--- config.mk ---
export PLATFORM = sky130hd
export DESIGN_NAME = clk_sequencer
export DESIGN_NICKNAME = d
export VERILOG_FILES = /design/src/rtl/clk_seq_pkg.sv /design/src/rtl/clk_seq_btn_debounce.sv /design/src/rtl/clk_sequencer.sv
export SDC_FILE = /design/constraint.sdc
export NUM_CORES = 1
export LEC_CHECK = 0
export ABC_AREA = 1
export BUFFER_PORTS_ARGS = -buffer_cell sky130_fd_sc_hd__buf_4
export CAP_MARGIN = 20
export CORE_ASPECT_RATIO = 0.7
export CORE_MARGIN = 3
export CORE_UTILIZATION = 45
export CTS_CLUSTER_DIAMETER = 30
export DETAILED_ROUTE_END_ITERATION = 8
export PLACE_DENSITY = 0.65
export SKIP_LAST_GASP = 1
export SLEW_MARGIN = 20
export SYNTH_ARGS = -nofsm -noshare
export SYNTH_HDL_FRONTEND = slang
export SYNTH_SLANG_ARGS = --single-unit
--- constraint.sdc ---
create_clock -name clk -period 2.54 [get_ports clk]
set_input_delay 0 -clock clk [delete_from_list [all_inputs] [get_ports clk]]
set_output_delay 0 -clock clk [all_outputs]
set_load 0.01 [all_outputs]
--- src/rtl/clk_seq_pkg.sv ---
// rtl/clk_seq_pkg.sv - shared mode encodings and state type for the clock-phase sequencer
package clk_seq_pkg;

    // Source select values on the mode input; 2'd3 is reserved and never starts a cycle.
    localparam logic [1:0] MODE_MANUAL = 2'd0;
    localparam logic [1:0] MODE_STEP   = 2'd1;
    localparam logic [1:0] MODE_RUN    = 2'd2;

    // IDLE: out=0 delayed=0 | PH1: out=1 delayed=0 | PH2: out=1 delayed=1 | LOW: out=0 delayed=0
    typedef enum logic [1:0] {
        IDLE,
        PH1,
        PH2,
        LOW
    } seq_state_t;

endpackage

--- src/rtl/clk_seq_btn_debounce.sv ---
// rtl/clk_seq_btn_debounce.sv - button synchronizer with optional stability filter
//
// Optional feature macro: CLKSEQ_DEBOUNCE_EN
//   defined   : 2-flop synchronizer followed by a DEBOUNCE-sample stability counter
//   undefined : 2-flop synchronizer only (DEBOUNCE only range-checked)
//
// Ports:
//   clk   in  fast clock
//   rst   in  synchronous active-high reset
//   btn   in  asynchronous push-button
//   level out synchronized (and, when enabled, debounced) button level
module btn_debounce #(
    parameter int DEBOUNCE = 16
) (
    input  logic clk,
    input  logic rst,
    input  logic btn,
    output logic level
);

    if (DEBOUNCE < 1) begin : g_bad_debounce
        $error("btn_debounce: DEBOUNCE must be at least 1");
    end

    logic sync1;
    logic sync2;

    always_ff @(posedge clk) begin
        if (rst) begin
            sync1 <= 1'b0;
            sync2 <= 1'b0;
        end else begin
            sync1 <= btn;
            sync2 <= sync1;
        end
    end

`ifdef CLKSEQ_DEBOUNCE_EN
    // Counter holds 0..DEBOUNCE-1 consecutive disagreeing samples.
    localparam int CW = (DEBOUNCE > 1) ? $clog2(DEBOUNCE) : 1;

    logic [CW-1:0] stable_cnt;

    // The level flips on the DEBOUNCE-th consecutive sample that disagrees with it;
    // any agreeing sample restarts the count, so shorter glitches vanish.
    always_ff @(posedge clk) begin
        if (rst) begin
            level      <= 1'b0;
            stable_cnt <= '0;
        end else if (sync2 == level) begin
            stable_cnt <= '0;
        end else if (stable_cnt == CW'(DEBOUNCE - 1)) begin
            level      <= sync2;
            stable_cnt <= '0;
        end else begin
            stable_cnt <= stable_cnt + 1'b1;
        end
    end
`else
    assign level = sync2;
`endif

endmodule

--- src/rtl/clk_sequencer.sv ---
// rtl/clk_sequencer.sv - comp16 CPU clock-phase sequencer (manual / step / run sources)
//
// Optional feature macro: CLKSEQ_DEBOUNCE_EN (button debounce inside btn_debounce)
//
// Ports:
//   clk        in  fast FPGA clock
//   rst        in  synchronous active-high reset
//   mode       in  source select (MANUAL / STEP / RUN, 3 = no cycles)
//   btn        in  asynchronous manual clock button
//   step_req   in  rising edge starts one cycle in STEP mode
//   div        in  high/low phase length H = div + 1 for STEP/RUN
//   hlt        in  blocks the start of new cycles
//   out        out primary CPU clock
//   delayed    out CPU clock delayed by DELAY fast cycles
//   busy       out a CPU clock cycle is in progress
//   cycle_done out pulse in the last fast cycle of each CPU clock cycle
module clk_sequencer
    import clk_seq_pkg::*;
#(
    parameter int DELAY    = 7,
    parameter int DIV_W    = 16,
    parameter int DEBOUNCE = 16
) (
    input  logic             clk,
    input  logic             rst,
    input  logic [1:0]       mode,
    input  logic             btn,
    input  logic             step_req,
    input  logic [DIV_W-1:0] div,
    input  logic             hlt,
    output logic             out,
    output logic             delayed,
    output logic             busy,
    output logic             cycle_done
);

    if (DELAY < 1 || DELAY > 15) begin : g_bad_delay
        $error("clk_sequencer: DELAY must be in 1..15");
    end

    // One extra bit so div = all-ones gives H = 2^DIV_W without wrapping.
    localparam int CW = DIV_W + 1;

    seq_state_t    state;
    logic [CW-1:0] cnt;
    logic [CW-1:0] h_len;
    logic [CW-1:0] div_h;
    logic [1:0]    mode_l;
    logic          btn_level;
    logic          btn_level_q;
    logic          step_q;
    logic          btn_rise;
    logic          step_rise;
    logic          start;
    logic          run_again;
    logic          ph1_last;
    logic          h_last;

    btn_debounce #(
        .DEBOUNCE (DEBOUNCE)
    ) u_btn (
        .clk   (clk),
        .rst   (rst),
        .btn   (btn),
        .level (btn_level)
    );

    assign btn_rise  = btn_level & ~btn_level_q;
    assign step_rise = step_req & ~step_q;
    assign div_h     = {1'b0, div} + CW'(1);
    assign ph1_last  = (cnt == CW'(DELAY - 1));
    assign h_last    = (cnt == h_len - CW'(1));
    // Back-to-back only when the cycle was started in RUN and RUN is still selected.
    assign run_again = (mode_l == MODE_RUN) && (mode == MODE_RUN) && !hlt;

    always_comb begin
        start = 1'b0;
        if (!hlt) begin
            case (mode)
                MODE_MANUAL: start = btn_rise;
                MODE_STEP:   start = step_rise;
                MODE_RUN:    start = 1'b1;
                default:     start = 1'b0;
            endcase
        end
    end

    // Outputs are assigned together with each state transition so they always
    // reflect the state being entered. Edge registers run in every state, so
    // step edges seen while busy are simply lost rather than queued.
    always_ff @(posedge clk) begin
        if (rst) begin
            state       <= IDLE;
            cnt         <= '0;
            h_len       <= '0;
            mode_l      <= MODE_MANUAL;
            btn_level_q <= 1'b0;
            step_q      <= 1'b0;
            out         <= 1'b0;
            delayed     <= 1'b0;
            busy        <= 1'b0;
            cycle_done  <= 1'b0;
        end else begin
            btn_level_q <= btn_level;
            step_q      <= step_req;
            cycle_done  <= 1'b0;
            case (state)
                IDLE: begin
                    if (start) begin
                        state  <= PH1;
                        cnt    <= '0;
                        mode_l <= mode;
                        h_len  <= div_h;
                        out    <= 1'b1;
                        busy   <= 1'b1;
                    end
                end
                PH1: begin
                    // A manual release wins over the end of PH1, so delayed never rises.
                    if (mode_l == MODE_MANUAL && !btn_level) begin
                        state      <= IDLE;
                        out        <= 1'b0;
                        busy       <= 1'b0;
                        cycle_done <= 1'b1;
                    end else if (ph1_last) begin
                        state   <= PH2;
                        cnt     <= '0;
                        delayed <= 1'b1;
                    end else begin
                        cnt <= cnt + 1'b1;
                    end
                end
                PH2: begin
                    if (mode_l == MODE_MANUAL) begin
                        if (!btn_level) begin
                            state      <= IDLE;
                            out        <= 1'b0;
                            delayed    <= 1'b0;
                            busy       <= 1'b0;
                            cycle_done <= 1'b1;
                        end
                    end else if (h_last) begin
                        state      <= LOW;
                        cnt        <= '0;
                        out        <= 1'b0;
                        delayed    <= 1'b0;
                        // With H = 1 the first LOW cycle is also the last one.
                        cycle_done <= (h_len == CW'(1));
                    end else begin
                        cnt <= cnt + 1'b1;
                    end
                end
                LOW: begin
                    if (h_last) begin
                        if (run_again) begin
                            state  <= PH1;
                            cnt    <= '0;
                            mode_l <= mode;
                            h_len  <= div_h;
                            out    <= 1'b1;
                        end else begin
                            state <= IDLE;
                            busy  <= 1'b0;
                        end
                    end else begin
                        cnt        <= cnt + 1'b1;
                        cycle_done <= (cnt + CW'(2) == h_len);
                    end
                end
                default: state <= IDLE;
            endcase
        end
    end

endmodule

# Yosys cells after proc, flatten, opt, wreduce, memory -nomap -nowiden
# Cells that the tools add are included.
word_totals:
  ff_bits: 46
  inputBits: 23
  output_inout_bits: 4
  word_cells: 108
classes:
  add_sub_neg: 4
  n_eq_ne: 24
  n_mux: 48
  n_bitwise: 4
  n_reduce_logical: 16
ops:
  columns: ["op", "count"]
  rows:
  - ["17-bit two-way mux", 10]
  - ["17-bit case mux with 4 select lines", 1]
  - ["17-bit equality test", 2]
  - ["17-bit case mux with 2 select lines", 1]
  - ["2-bit two-way mux", 10]
  - ["2-bit != test, second input constant", 10]
  - ["1-bit two-way mux", 19]
  - ["16-bit by 1-bit adder with 17-bit output, second input constant", 1]
  - ["17-bit by 1-bit adder with 17-bit output, second input constant", 1]
  - ["17-bit by 2-bit adder with 17-bit output, second input constant", 1]
  - ["17-bit by 1-bit equality test with 1-bit output, second input constant", 1]
  - ["17-bit by 3-bit equality test with 1-bit output, second input constant", 1]
  - ["17-bit by 1-bit subtractor with 17-bit output, second input constant", 1]
  - ["3-bit != test, second input constant", 4]
  - ["6-bit AND reduction", 2]
  - ["5-bit AND reduction", 2]
  - ["2-bit equality test, second input constant", 4]
  - ["1-bit case mux with 4 select lines", 2]
  - ["2-bit case mux with 4 select lines", 1]
  - ["4-bit AND reduction", 2]
  - ["2-bit logical NOT", 3]
  - ["1-bit case mux with 3 select lines", 2]
  - ["2-bit by 1-bit equality test with 1-bit output, second input constant", 2]
  - ["2-bit case mux with 2 select lines", 1]
  - ["6 further kinds", 12]

# Depth between registers and ports, before layout
# Gate-level depths: netlist of run 1.
depth:
  ltp_word: 6
  mapped_depth: 21

# By module
# From an unflattened synthesis of run 1, not the netlist that was laid out.
hier_totals:
  cells_unflattened: 637
  area_unflattened_um2: 3951.3
modules_own_cells:
  columns: ["mod", "n_inst", "cells_each", "area_per_inst_um2", "seq_area_each_um2"]
  rows:
  - ["clk_sequencer", 1, 631, 3896.2, 880.8]
  - ["btn_debounce", 1, 6, 55.1, 40.0]

# Worst setup path after synthesis of run 1
# No wires, ideal clock.
synth_timing:
  path_kind: "reg2reg"
  startpoint: "register h_len[1]"
  endpoint: "register cnt[15]"
  arrival_ps: 2018
  required_ps: 2428
  setup_slack_ps: 411
  stages_incl_launch_ff: 18
  n_path_buf: 1
  path_cell_list: "dfxtp_1 inv_1 ha_1 nand2_1 inv_1 nor2_1 nand2_1 nor2_1 nand2_1 nor2_1 nand3_1 nor2_2 nand2_4 o21bai_4 buf_6 nand2_1 nand2_1 nor2_2"
synth_between:
  elab_chain_len: 5
synth_rtl:
  columns: ["item", "line_no", "rtl"]
  rows:
  - ["from (decl)", "clk_sequencer.sv:46", "logic [CW-1:0] h_len;"]
  - ["from (signal assigned)", "clk_sequencer.sv:113", "h_len <= div_h;"]
  - ["from (signal assigned)", "clk_sequencer.sv:159", "h_len <= div_h;"]
  - ["17-bit by 1-bit subtractor with 17-bit output (*)", "clk_sequencer.sv:72", "assign h_last = (cnt == h_len - CW'(1));"]
  - ["17-bit equality test (*)", "clk_sequencer.sv:72", null]
  - ["17-bit two-way mux", "clk_sequencer.sv:142", "end else if (h_last) begin"]
  - ["17-bit two-way mux", "clk_sequencer.sv:134", "if (mode_l == MODE_MANUAL) begin"]
  - ["17-bit case mux with 4 select lines", "clk_sequencer.sv:107", "case (state)"]
  - ["to (signal assigned)", "clk_sequencer.sv:130", "cnt <= cnt + 1'b1;"]
  - ["to (signal assigned)", "clk_sequencer.sv:150", "cnt <= cnt + 1'b1;"]
  - ["to (signal assigned)", "clk_sequencer.sv:166", "cnt <= cnt + 1'b1;"]
  - ["to (decl)", "clk_sequencer.sv:45", "logic [CW-1:0] cnt;"]
# Every way passes the cells marked *; elsewhere a longest branch is shown, timed or not. The select of a mux whose other input is x is not followed.
# A chain may end at the register's enable or synchronous reset.

# Worst setup path after layout of run 1
layout_timing:
  startpoint: "register h_len[0]"
  endpoint: "register h_len[9]"
layout_between:
  elab_chain_len: 4
layout_rtl:
  columns: ["item", "line_no"]
  rows:
  - ["17-bit by 1-bit subtractor with 17-bit output", "clk_sequencer.sv:72"]
  - ["17-bit equality test", "clk_sequencer.sv:72"]
  - ["2-bit != test (no line)", null]
  - ["4-bit AND reduction (no line)", null]
# Every way passes these cells.

==> flow_summary.json, run 1 <==
{
  "final_cell_mix": "nand2_1, nor2_1, inv_1",
  "endpoint_kind": "flip-flop",
  "synthesis.area_mm2": 0.00394,
  "layout.nets": 737,
  "hpwl_um": 8500,
  "min_period_over_period": 0.943,
  "synthArstFlopShare": 0,
  "status": "complete, no violations",
  "fin_ws_ns": 0.145,
  "layout-drive-gt1-share": 0.127,
  "ios": 27,
  "max_slew_margin": 0.397,
  "clock_sinks": 46,
  "syn_area_per_cell_um2": 5.89,
  "num_rows": 27,
  "max_stage_delay_ns": 0.39,
  "worst_hold_path_type": "in -> reg",
  "finalMaxSlewViolations": 0,
  "gp_congestion": 0.941,
  "skew_ns": 0.00600,
  "crit_path_top_delay_cell": "dfxtp_1",
  "clock_latency_ns": 0.29,
  "cts_tree": "done",
  "reg2regPathDepth": 19,
  "ys_ff_latch": 46,
  "worst_pin_slew_ns": 0.903,
  "grt_max_degree": 30,
  "wire_per_inst_um": 13.3,
  "p_clk_frac": 0.095,
  "place_ws_ns": -0.107,
  "cap_violations": 0,
  "antenna_left": 0,
  "io_buffers": 26,
  "p_sw_frac": 0.547,
  "use_met1": 0.344,
  "met3_usage": 0.0418,
  "htreeDepth": 2,
  "syn2layout_area_growth_pct": 14.7,
  "final_util": 0.553,
  "cp_top_family": "simple AND/OR/NAND/NOR gates",
  "crit_path_frequent_cell": "nand2_1",
  "syn_inst": 669,
  "synth_top_area_share": 0.234,
  "first_pass_iters": 6,
  "synthFlopType": "dfxtp_1",
  "cp.depth": 19,
  "critical_path.cell_chain": "inv_2, ha_4, inv_1, nand2_1, nand2_1, nand2_1, nand2_1, nand2_1, nor2_1, nand2_1, inv_1, nand2_1, nor2_4, nand2_4, nand2_2, nand2_2, buf_4, o21ai_0, nor2_1",
  "grt_pass1_vias": 3629,
  "vdd_drop_max_v": 0.000833,
  "cts_root_buf": "clkbuf_16",
  "path_clk_slew_ns": 0.07,
  "use_met2": 0.311,
  "fp.dieW_um": 118,
  "top_usage_layer": "met1",
  "period_minus_slack_ns": 2.40,
  "cp_num_buf_inv": 4,
  "syn_nets": 703,
  "power.total_uw": 6740,
  "power.leakage_uw": 0.00217,
  "crit_type": "reg -> reg",
  "p_int_uw": 3060,
  "via_count": 4104,
  "vias_per_cell": 5.01,
  "crit_fanout": 16,
  "start_util": 0.482,
  "core-area_mm2": 0.00818,
  "clock_path_buffers": 2,
  "yosys_warnings": 0,
  "holdPathStages": 3,
  "powerDensity_mw_per_mm2": 1490,
  "antenna_found_initial": 0,
  "cts_buffers": 5,
  "detail_route.wirelength_um": 10900,
  "grt_util_all_layers": 0.218,
  "cp-start-kind": "flip-flop",
  "yosysSeqAreaShare": 0.234,
  "dieArea_mm2": 0.00993,
  "fillers": 870,
  "final_common_cell": "nand2_1",
  "die_height_um": 84.3,
  "first_iter_violations": 329,
  "synth_area_leaders": "dfxtp_1, nand2_1, nor2_1, inv_1, nand3_1",
  "synth_edf_count": 0,
  "n_antenna_cell": 0,
  "combPwrFrac": 0.687,
  "grt_first_pass_wirelength_um": 17800,
  "synth_area_leader_cell": "dfxtp_1",
  "fmax_mhz": 417,
  "yosysUniqueCellTypes": 34,
  "finalHoldViolCount": 0,
  "overflow": 0,
  "p_seq_frac": 0.218,
  "rsz0062_at_grt": "yes",
  "crit_arrival_ns": 2.58,
  "p_sw_uw": 3680,
  "setup_viol": 0,
  "crit_required_ns": 2.72,
  "drc": 0,
  "cts_setup_buffers": 0
}
[path summary, 6_finish.rpt]
| path | from | endpoint | slack, ns |
|---|---|---|---|
| worst max-delay path | h_len[0] | h_len[9] | 0.14 |
| worst min-delay path | mode[1] | mode_l[1] | 0.01 |
| worst max register to register | h_len[0] | h_len[9] | 0.14 |
| worst min register to register | u_btn.sync1 | u_btn.level | 0.40 |
[logic make-up after synthesis]
group	after synthesis	share of synthesized area
AND/OR/NAND/NOR	417	0.453
buffers and inverters	100	0.107
AO/OA/AOI/OAI	58	0.0886
flip-flops	46	0.234
XOR/XNOR	37	0.0822
adder cells (fa/ha/maj)	11	0.0349
[metal layers]
layer | routed length [um] | share of wire
met1 | 5860 | 0.54
met2 | 4200 | 0.39
met3 | 751 | 0.069
met4 | 49 | 0.0045
met5 | 0 | 0
[registers in the layout, indices dropped and copies added (netlist names), 2 cells and up]
signal and cells:
cnt 17, h_len 17, mode_l 2, state 2
[cell usage after synthesis (all sizes together) (4+ instances only)]
library cell	instances
inv	82
nor3	13
nor2	149
dfxtp	46
xnor2	11
nand3	49
buf	9
xor2	26
a21oi	26
nor4	4
nand2	190
clkbuf	8
ha	11
o21ai	29
nand4	8
[per-stage QoR]
step / cell area [um2] / TNS (ns) / instances / hold slack [ns]
after detailed placement: 4280 / -1.41 / 805 / 0.209
final: 4520 / 0 / 819 / 0.0111
after global placement: 4280 / -0.0252 / 805 / 0.199
after floorplan: 3940 / 0 / 669 / 0.107
after CTS: 4500 / 0 / 819 / 0.00684
after global routing: 4520 / -0.161 / 819 / 0.0421
[power groups by stage]
| stage | combinational (uW) | sequential [uW] | clock [uW] |
|---|---|---|---|
| global route | 5230 | 1520 | 677 |
| global placement | 4390 | 1470 | 0 |
| floorplan | 3510 | 1330 | 0 |
| detailed placement | 4440 | 1470 | 0 |
| CTS | 4510 | 1460 | 652 |
| finish | 4630 | 1470 | 641 |
[cell type report]
class                   count  area (um2)  area share
flip-flops and latches     46         923       0.204
well taps                 116         145      0.0321
repair buffers             44         373      0.0825
clock buffers               5         125      0.0277
inverters                  83         314      0.0695
clock inverters             2        10.0     0.00221
multi-input cells         523        2630       0.582
[timing repair]
action                                  4_1_cts  5_1_grt
cloned                                        0        0
pin swaps                                     0        0
hold buffers                                  7        0
hold endpoints to repair                      9        0
resized for setup                             4        8
endpoints found under the setup margin       27       37
[tightest hold or removal path, stage by stage]
cell	delay (ns)
buf_4	0.10
o21ai_0	0.09
nor2_1	0.08
Power figures use the tool's default switching activity.
==> run 2, diff against run 1 <==
--- a/config.mk
+++ b/config.mk
@@ -10,10 +10,10 @@
 export CAP_MARGIN = 20
 export CORE_ASPECT_RATIO = 0.7
 export CORE_MARGIN = 3
-export CORE_UTILIZATION = 45
+export CORE_UTILIZATION = 60
 export CTS_CLUSTER_DIAMETER = 30
 export DETAILED_ROUTE_END_ITERATION = 8
-export PLACE_DENSITY = 0.65
+export PLACE_DENSITY = 0.82
 export SKIP_LAST_GASP = 1
 export SLEW_MARGIN = 20
 export SYNTH_ARGS = -nofsm -noshare
==> run 2 against run 1 <==
  * The run now ends with hold timing left
  * Maximum frequency up 2.3%
  * Combinational power fell by 1%
  * Sequential cell count is the same
  * Critical path depth shrank 4
  * Hold slack got worse by 0.030 ns
  * Clock skew up 0.0049 ns
  * Critical path type unchanged
  * Critical endpoint is now h_len[13]
  * Largest power group unchanged
==> flow_summary.json, run 2 (synthesized netlist as in run 1, its figures left out) <==
{
  "path_clk_slew_ns": 0.09,
  "p_clk_frac": 0.068,
  "fin_area_mm2": 0.00439,
  "p_sw_uw": 3650,
  "cp-start-kind": "flip-flop",
  "clock_path_buffers": 2,
  "status": "finished with violations",
  "violations": "hold timing",
  "layout.nets": 737,
  "crit_path_top_delay_cell": "dfxtp_1",
  "fmax_mhz": 427,
  "min_period_over_period": 0.922,
  "crit_type": "reg -> reg",
  "first_iter_violations": 351,
  "timing.rr.start": "h_len[3]",
  "dieArea_mm2": 0.00759,
  "top_regs": "cnt (17), h_len (17)",
  "overflow": 0,
  "worst_hold_slack_ns": -0.0186,
  "endpoint_kind": "flip-flop",
  "grt_first_pass_wirelength_um": 17600,
  "p_sw_frac": 0.561,
  "grt_util_all_layers": 0.299,
  "wire_per_inst_um": 14.1,
  "cp_top_family": "simple AND/OR/NAND/NOR gates",
  "vdd_drop_max_v": 0.000890,
  "layout-drive-gt1-share": 0.128,
  "p_seq_frac": 0.230,
  "die_height_um": 73.8,
  "clock_latency_ns": 0.30,
  "finalHoldViolCount": 1,
  "worst_hold_path_type": "in -> reg",
  "p_int_uw": 2860,
  "postPlaceCellArea_mm2": 0.00423,
  "first_pass_iters": 5,
  "grt_max_degree": 30,
  "drc": 0,
  "reg2regPathDepth": 15,
  "skew_ns": 0.0109,
  "via_count": 4150,
  "critical_path.cell_chain": "nor2_1, nand2_1, nor2_4, nand2_1, nand2_1, nand2_1, inv_1, nand3_1, nor2_2, nand2_4, nand2_2, nand2_2, buf_4, o21ai_1, nor2_1",
  "cp_num_buf_inv": 2,
  "crit_required_ns": 2.73,
  "hpwl_um": 8650,
  "fin_tns_setup_ns": 0,
  "antenna_found_initial": 0,
  "r2r_slack_ns": 0.20,
  "min_to": "mode_l[1]",
  "fp.dieW_um": 103,
  "cts_tree": "done",
  "gp_congestion": 0.973,
  "cts_buffers": 5,
  "cts_setup_buffers": 0,
  "fillers": 579,
  "cts_root_buf": "clkbuf_8",
  "max_stage_delay_ns": 0.38,
  "core-area_mm2": 0.00631,
  "ios": 27,
  "detail_route.wirelength_um": 11000,
  "htreeDepth": 2,
  "rr_endpoint": "h_len[13]",
  "crit_path_frequent_cell": "nand2_1",
  "worst_pin_slew_ns": 0.481,
  "power.leakage_uw": 0.00215,
  "crit_arrival_ns": 2.53,
  "final_cell_mix": "nand2_1, nor2_1, inv_1",
  "combPwrFrac": 0.703,
  "num_rows": 24,
  "final_common_cell": "nand2_1",
  "syn2layout_area_growth_pct": 11.5,
  "cap_violations": 0,
  "hold_start": "mode[1]",
  "max_slew_margin": 0.678,
  "io_buffers": 26,
  "start_util": 0.625,
  "grt_pass1_vias": 3535,
  "vias_per_cell": 5.31,
  "clock_sinks": 46,
  "period_minus_slack_ns": 2.34,
  "antenna_left": 0,
  "cp.depth": 15,
  "setup_viol": 0,
  "holdPathStages": 3,
  "powerDensity_mw_per_mm2": 1480,
  "n_antenna_cell": 0,
  "finalMaxSlewViolations": 0,
  "crit_fanout": 16
}
==> run 2: cell types whose count changed in the layout (fill, tap and decap cells not counted), sizes merged <==
cell,before,now
dlygate4sd3,7,6
buf,37,38
==> run 2: final cells by class <==
| class | instances | area, um2 | share of cell area |
|---|---|---|---|
| sequential | 46 | 925 | 0.210 |
| multi-input combinational | 523 | 2620 | 0.596 |
| timing repair buffer | 44 | 358 | 0.0815 |
| clock inverter | 2 | 10.0 | 0.00228 |
| clock buffer | 5 | 68.8 | 0.0157 |
| inverter | 83 | 314 | 0.0715 |
| tap | 78 | 97.6 | 0.0222 |
==> run 2: power by group through the flow <==
stage / clock network [uW] / registers [uW] / logic (uW)
after floorplan: 0 / 1330 / 3510
after global placement: 0 / 1490 / 4320
after detailed placement: 0 / 1490 / 4390
after CTS: 446 / 1480 / 4430
after global routing: 469 / 1530 / 5200
final: 440 / 1500 / 4580
==> run 2: repair_timing <==
item | in CTS | in global routing
endpoints found under the setup margin | 2 | 38
hold endpoints to repair | 8 | 0
hold buffers | 6 | 0
resized for setup | 1 | 15
==> run 2: per-layer routing <==
metal	GRT usage	wire length, um
met3	0.0493	1070
met2	0.426	4380
met5	0	0
met4	0.0330	47
met1	0.478	5520
==> run 2: per-stage QoR <==
step / hold slack, ns / std cells / setup WS [ns] / power, uW / utilization
after floorplan: 0.107 / 669 / 0.411 / 4840 / -
after global placement: 0.198 / 768 / 0.0822 / 5810 / 0.670
after detailed placement: 0.205 / 768 / -0.0323 / 5890 / 0.670
after CTS: 0.0000291 / 781 / 0.0147 / 6360 / 0.693
after global routing: 0.0327 / 781 / -0.0176 / 7200 / 0.697
final: -0.0186 / 781 / 0.199 / 6510 / 0.697
==> run 2: worst reg2reg max path: stages (launching register included) <==
cell and delay, ns:
dfxtp_1 0.38, nor2_1 0.22, nand2_1 0.14, nor2_4 0.19, nand2_1 0.08, nand2_1 0.06, nand2_1 0.05, inv_1 0.11
nand3_1 0.11, nor2_2 0.16, nand2_4 0.11, nand2_2 0.10, nand2_2 0.08, buf_4 0.21, o21ai_1 0.18, nor2_1 0.07
==> run 2: worst max-delay path by stage <==
stage	startpoint	to	slack (ns)
2_1_floorplan	h_len[1]	cnt[15]	0.41
3_3_place_gp	h_len[1]	cnt[1]	0.08
3_5_place_dp	h_len[1]	cnt[2]	-0.03
4_1_cts	h_len[1]	h_len[13]	0.01
5_1_grt	h_len[1]	h_len[5]	-0.02
6_report	h_len[3]	h_len[13]	0.20
==> run 3, diff against run 2 <==
--- a/config.mk
+++ b/config.mk
@@ -5,7 +5,6 @@
 export SDC_FILE = /design/constraint.sdc
 export NUM_CORES = 1
 export LEC_CHECK = 0
-export ABC_AREA = 1
 export BUFFER_PORTS_ARGS = -buffer_cell sky130_fd_sc_hd__buf_4
 export CAP_MARGIN = 20
 export CORE_ASPECT_RATIO = 0.7
@@ -13,7 +12,7 @@
 export CORE_UTILIZATION = 60
 export CTS_CLUSTER_DIAMETER = 30
 export DETAILED_ROUTE_END_ITERATION = 8
-export PLACE_DENSITY = 0.82
+export PLACE_DENSITY = 0.83
 export SKIP_LAST_GASP = 1
 export SLEW_MARGIN = 20
 export SYNTH_ARGS = -nofsm -noshare
==> run 3 against run 2 <==
  * The flow finishes with violations (setup timing)
  * Power down 59%
  * Die area decreased by 8.4%
  * Clock power hardly changed
  * Cell count shrank 22%
  * Register-to-register slack lost 0.48 ns
  * Clock skew hardly changed
  * Critical path type unchanged
  * Critical endpoint is now out
  * Largest power group unchanged
==> flow_summary.json, run 3 <==
{
  "yosysMostFrequentCell": "dfxtp_1",
  "clock_latency_ns": 0.30,
  "yosysSeqAreaShare": 0.257,
  "fmax_mhz": 354,
  "clock_path_buffers": 2,
  "grt_util_all_layers": 0.310,
  "first_pass_iters": 5,
  "start_util": 0.651,
  "first_iter_violations": 459,
  "rsz0062_at_grt": "yes",
  "core-area_mm2": 0.00551,
  "status": "finished with violations",
  "cap_violations": 0,
  "cts_buffers": 5,
  "grt_max_degree": 25,
  "die_height_um": 70.7,
  "cts_tree": "done",
  "synth_edf_count": 0,
  "critical_path.cell_chain": "or4_4, xnor2_2, or3b_4, a211oi_4, and2_4, buf_6, a31oi_1, and4_1, or3_1",
  "power.total_uw": 2680,
  "fin_tns_setup_ns": -6.32,
  "wire_per_inst_um": 19.1,
  "synthesis.area_mm2": 0.00359,
  "ys_ff_latch": 46,
  "io_buffers": 26,
  "fp.dieW_um": 98.4,
  "overflow": 0,
  "drc": 0,
  "vdd_drop_max_v": 0.000518,
  "crit_required_ns": 2.73,
  "final_util": 0.838,
  "synthFlopType": "dfxtp_1",
  "synth_area_leader_cell": "dfxtp_1",
  "place_ws_ns": -0.185,
  "crit_type": "reg -> reg",
  "htreeDepth": 2,
  "synthArstFlopShare": 0,
  "grt_first_pass_wirelength_um": 17900,
  "fin_ws_ns": -0.281,
  "cp_num_buf_inv": 1,
  "layout.nets": 568,
  "num_rows": 22,
  "yosysUniqueCellTypes": 65,
  "cp_top_family": "simple AND/OR/NAND/NOR gates",
  "powerDensity_mw_per_mm2": 581,
  "via_count": 4066,
  "path_clk_slew_ns": 0.09,
  "max_stage_delay_ns": 0.57,
  "dieArea_mm2": 0.00695,
  "top_regs": "cnt (17), h_len (17)",
  "syn_nets": 485,
  "power.leakage_uw": 0.00184,
  "layout-drive-gt1-share": 0.275,
  "worst_pin_slew_ns": 0.660,
  "crit_path_top_delay_cell": "or4_4",
  "crit_fanout": 5,
  "final_cell_mix": "buf_4, dfxtp_1, nor2_1",
  "synth_area_leaders": "dfxtp_1, xnor2_1, nor2_1, xor2_1, nand3_1",
  "max_slew_margin": 0.556,
  "setup_viol": 39,
  "violations": "setup timing",
  "grt_pass1_vias": 3671,
  "synthTopCellsByCount": "dfxtp_1, nor2_1, nand3_1",
  "worst_hold_path_type": "in -> reg",
  "antenna_left": 0,
  "vias_per_cell": 6.71,
  "final_common_cell": "buf_4",
  "syn_inst": 451,
  "gp_congestion": 1.02,
  "cp-start-kind": "flip-flop",
  "yosys_warnings": 0,
  "n_antenna_cell": 0,
  "cts_root_buf": "clkbuf_8",
  "skew_ns": 0.0111,
  "crit_arrival_ns": 3.01,
  "endpoint_kind": "flip-flop",
  "detail_route.wirelength_um": 11600,
  "fillers": 347,
  "ios": 27,
  "hpwl_um": 7970,
  "clock_sinks": 46,
  "syn2layout_area_growth_pct": 28.7,
  "antenna_found_initial": 0,
  "synth_top_area_share": 0.257,
  "finalHoldViolCount": 0,
  "syn_area_per_cell_um2": 7.95,
  "min_period_over_period": 1.11,
  "finalMaxSlewViolations": 0,
  "period_minus_slack_ns": 2.82
}
==> run 3: cell types whose count changed in the layout (fill, tap and decap cells not counted), sizes merged, moves of 12 or more <==
cell   change
nand2    -170
nor2     -107
inv       -68
buf       +65
nand3     -21
o21ai     -16
and2      +13
o31ai     +13
a32oi     +12
xnor2     +12
==> run 3: path summary, 6_finish.rpt <==
check,cells past startpoint,endpoint,from,slack (ns)
setup / recovery,9,out,h_len[11],-0.28
hold / removal,3,h_len[16],div[15],0.009
setup reg to reg,9,out,h_len[11],-0.28
hold reg to reg,1,u_btn.level,u_btn.sync1,0.48
==> run 3: layer usage <==
layer | track usage | wire (um)
met1 | 0.442 | 4970
met2 | 0.495 | 5230
met3 | 0.0463 | 1120
met4 | 0.0742 | 252
met5 | 0 | 0
==> run 3: where the power goes <==
group          internal (uW)  total, uW  switching [uW]
clock                    186        443             257
combinational            663       1390             727
sequential               787        851            64.5
total                   1630       2680            1050
==> run 3: area by class of cell <==
| type | count | area, um2 | area share |
|---|---|---|---|
| clock buffer | 5 | 68.8 | 0.0149 |
| clock inverter | 2 | 10.0 | 0.00217 |
| inverter | 15 | 56.3 | 0.0122 |
| timing repair buffer | 107 | 890 | 0.193 |
| sequential | 46 | 925 | 0.200 |
| tap | 72 | 90.1 | 0.0195 |
| multi-input combinational | 359 | 2580 | 0.558 |
==> run 3: worst min-delay path, stage by stage <==
cell and delay, ns:
buf_4 0.12, nand4_1 0.08, a21oi_1 0.06
==> run 3: what timing repair did <==
action,CTS,global route
endpoints found under the setup margin,38,40
setup buffers,0,1
pin swaps,11,7
cloned,1,1
hold buffers,4,0
endpoints found under the hold margin,4,0
resized for setup,15,16
==> run 3: per-stage QoR <==
| step | hold slack (ns) | instances | area (um2) |
|---|---|---|---|
| 4_1_cts | 0.000416 | 604 | 4520 |
| 3_3_place_gp | 0.211 | 592 | 4320 |
| 3_5_place_dp | 0.240 | 592 | 4320 |
| 2_1_floorplan | 0.0881 | 451 | 3610 |
| 5_1_grt | 0.0140 | 606 | 4620 |
| 6_report | 0.00868 | 606 | 4620 |
==> run 3: cell families (layout without fill, tap and decap cells) <==
kind of cell             after synthesis  after routing  share of synthesized area
buffers and inverters                 46            129                     0.0604
multiplexers                           7              7                     0.0195
AND/OR/NAND/NOR                      185            185                      0.284
AO/OA/AOI/OAI                        116            116                      0.243
adder cells (fa/ha/maj)               11             11                     0.0384
XOR/XNOR                              40             40                     0.0977
flip-flops                            46             46                      0.257
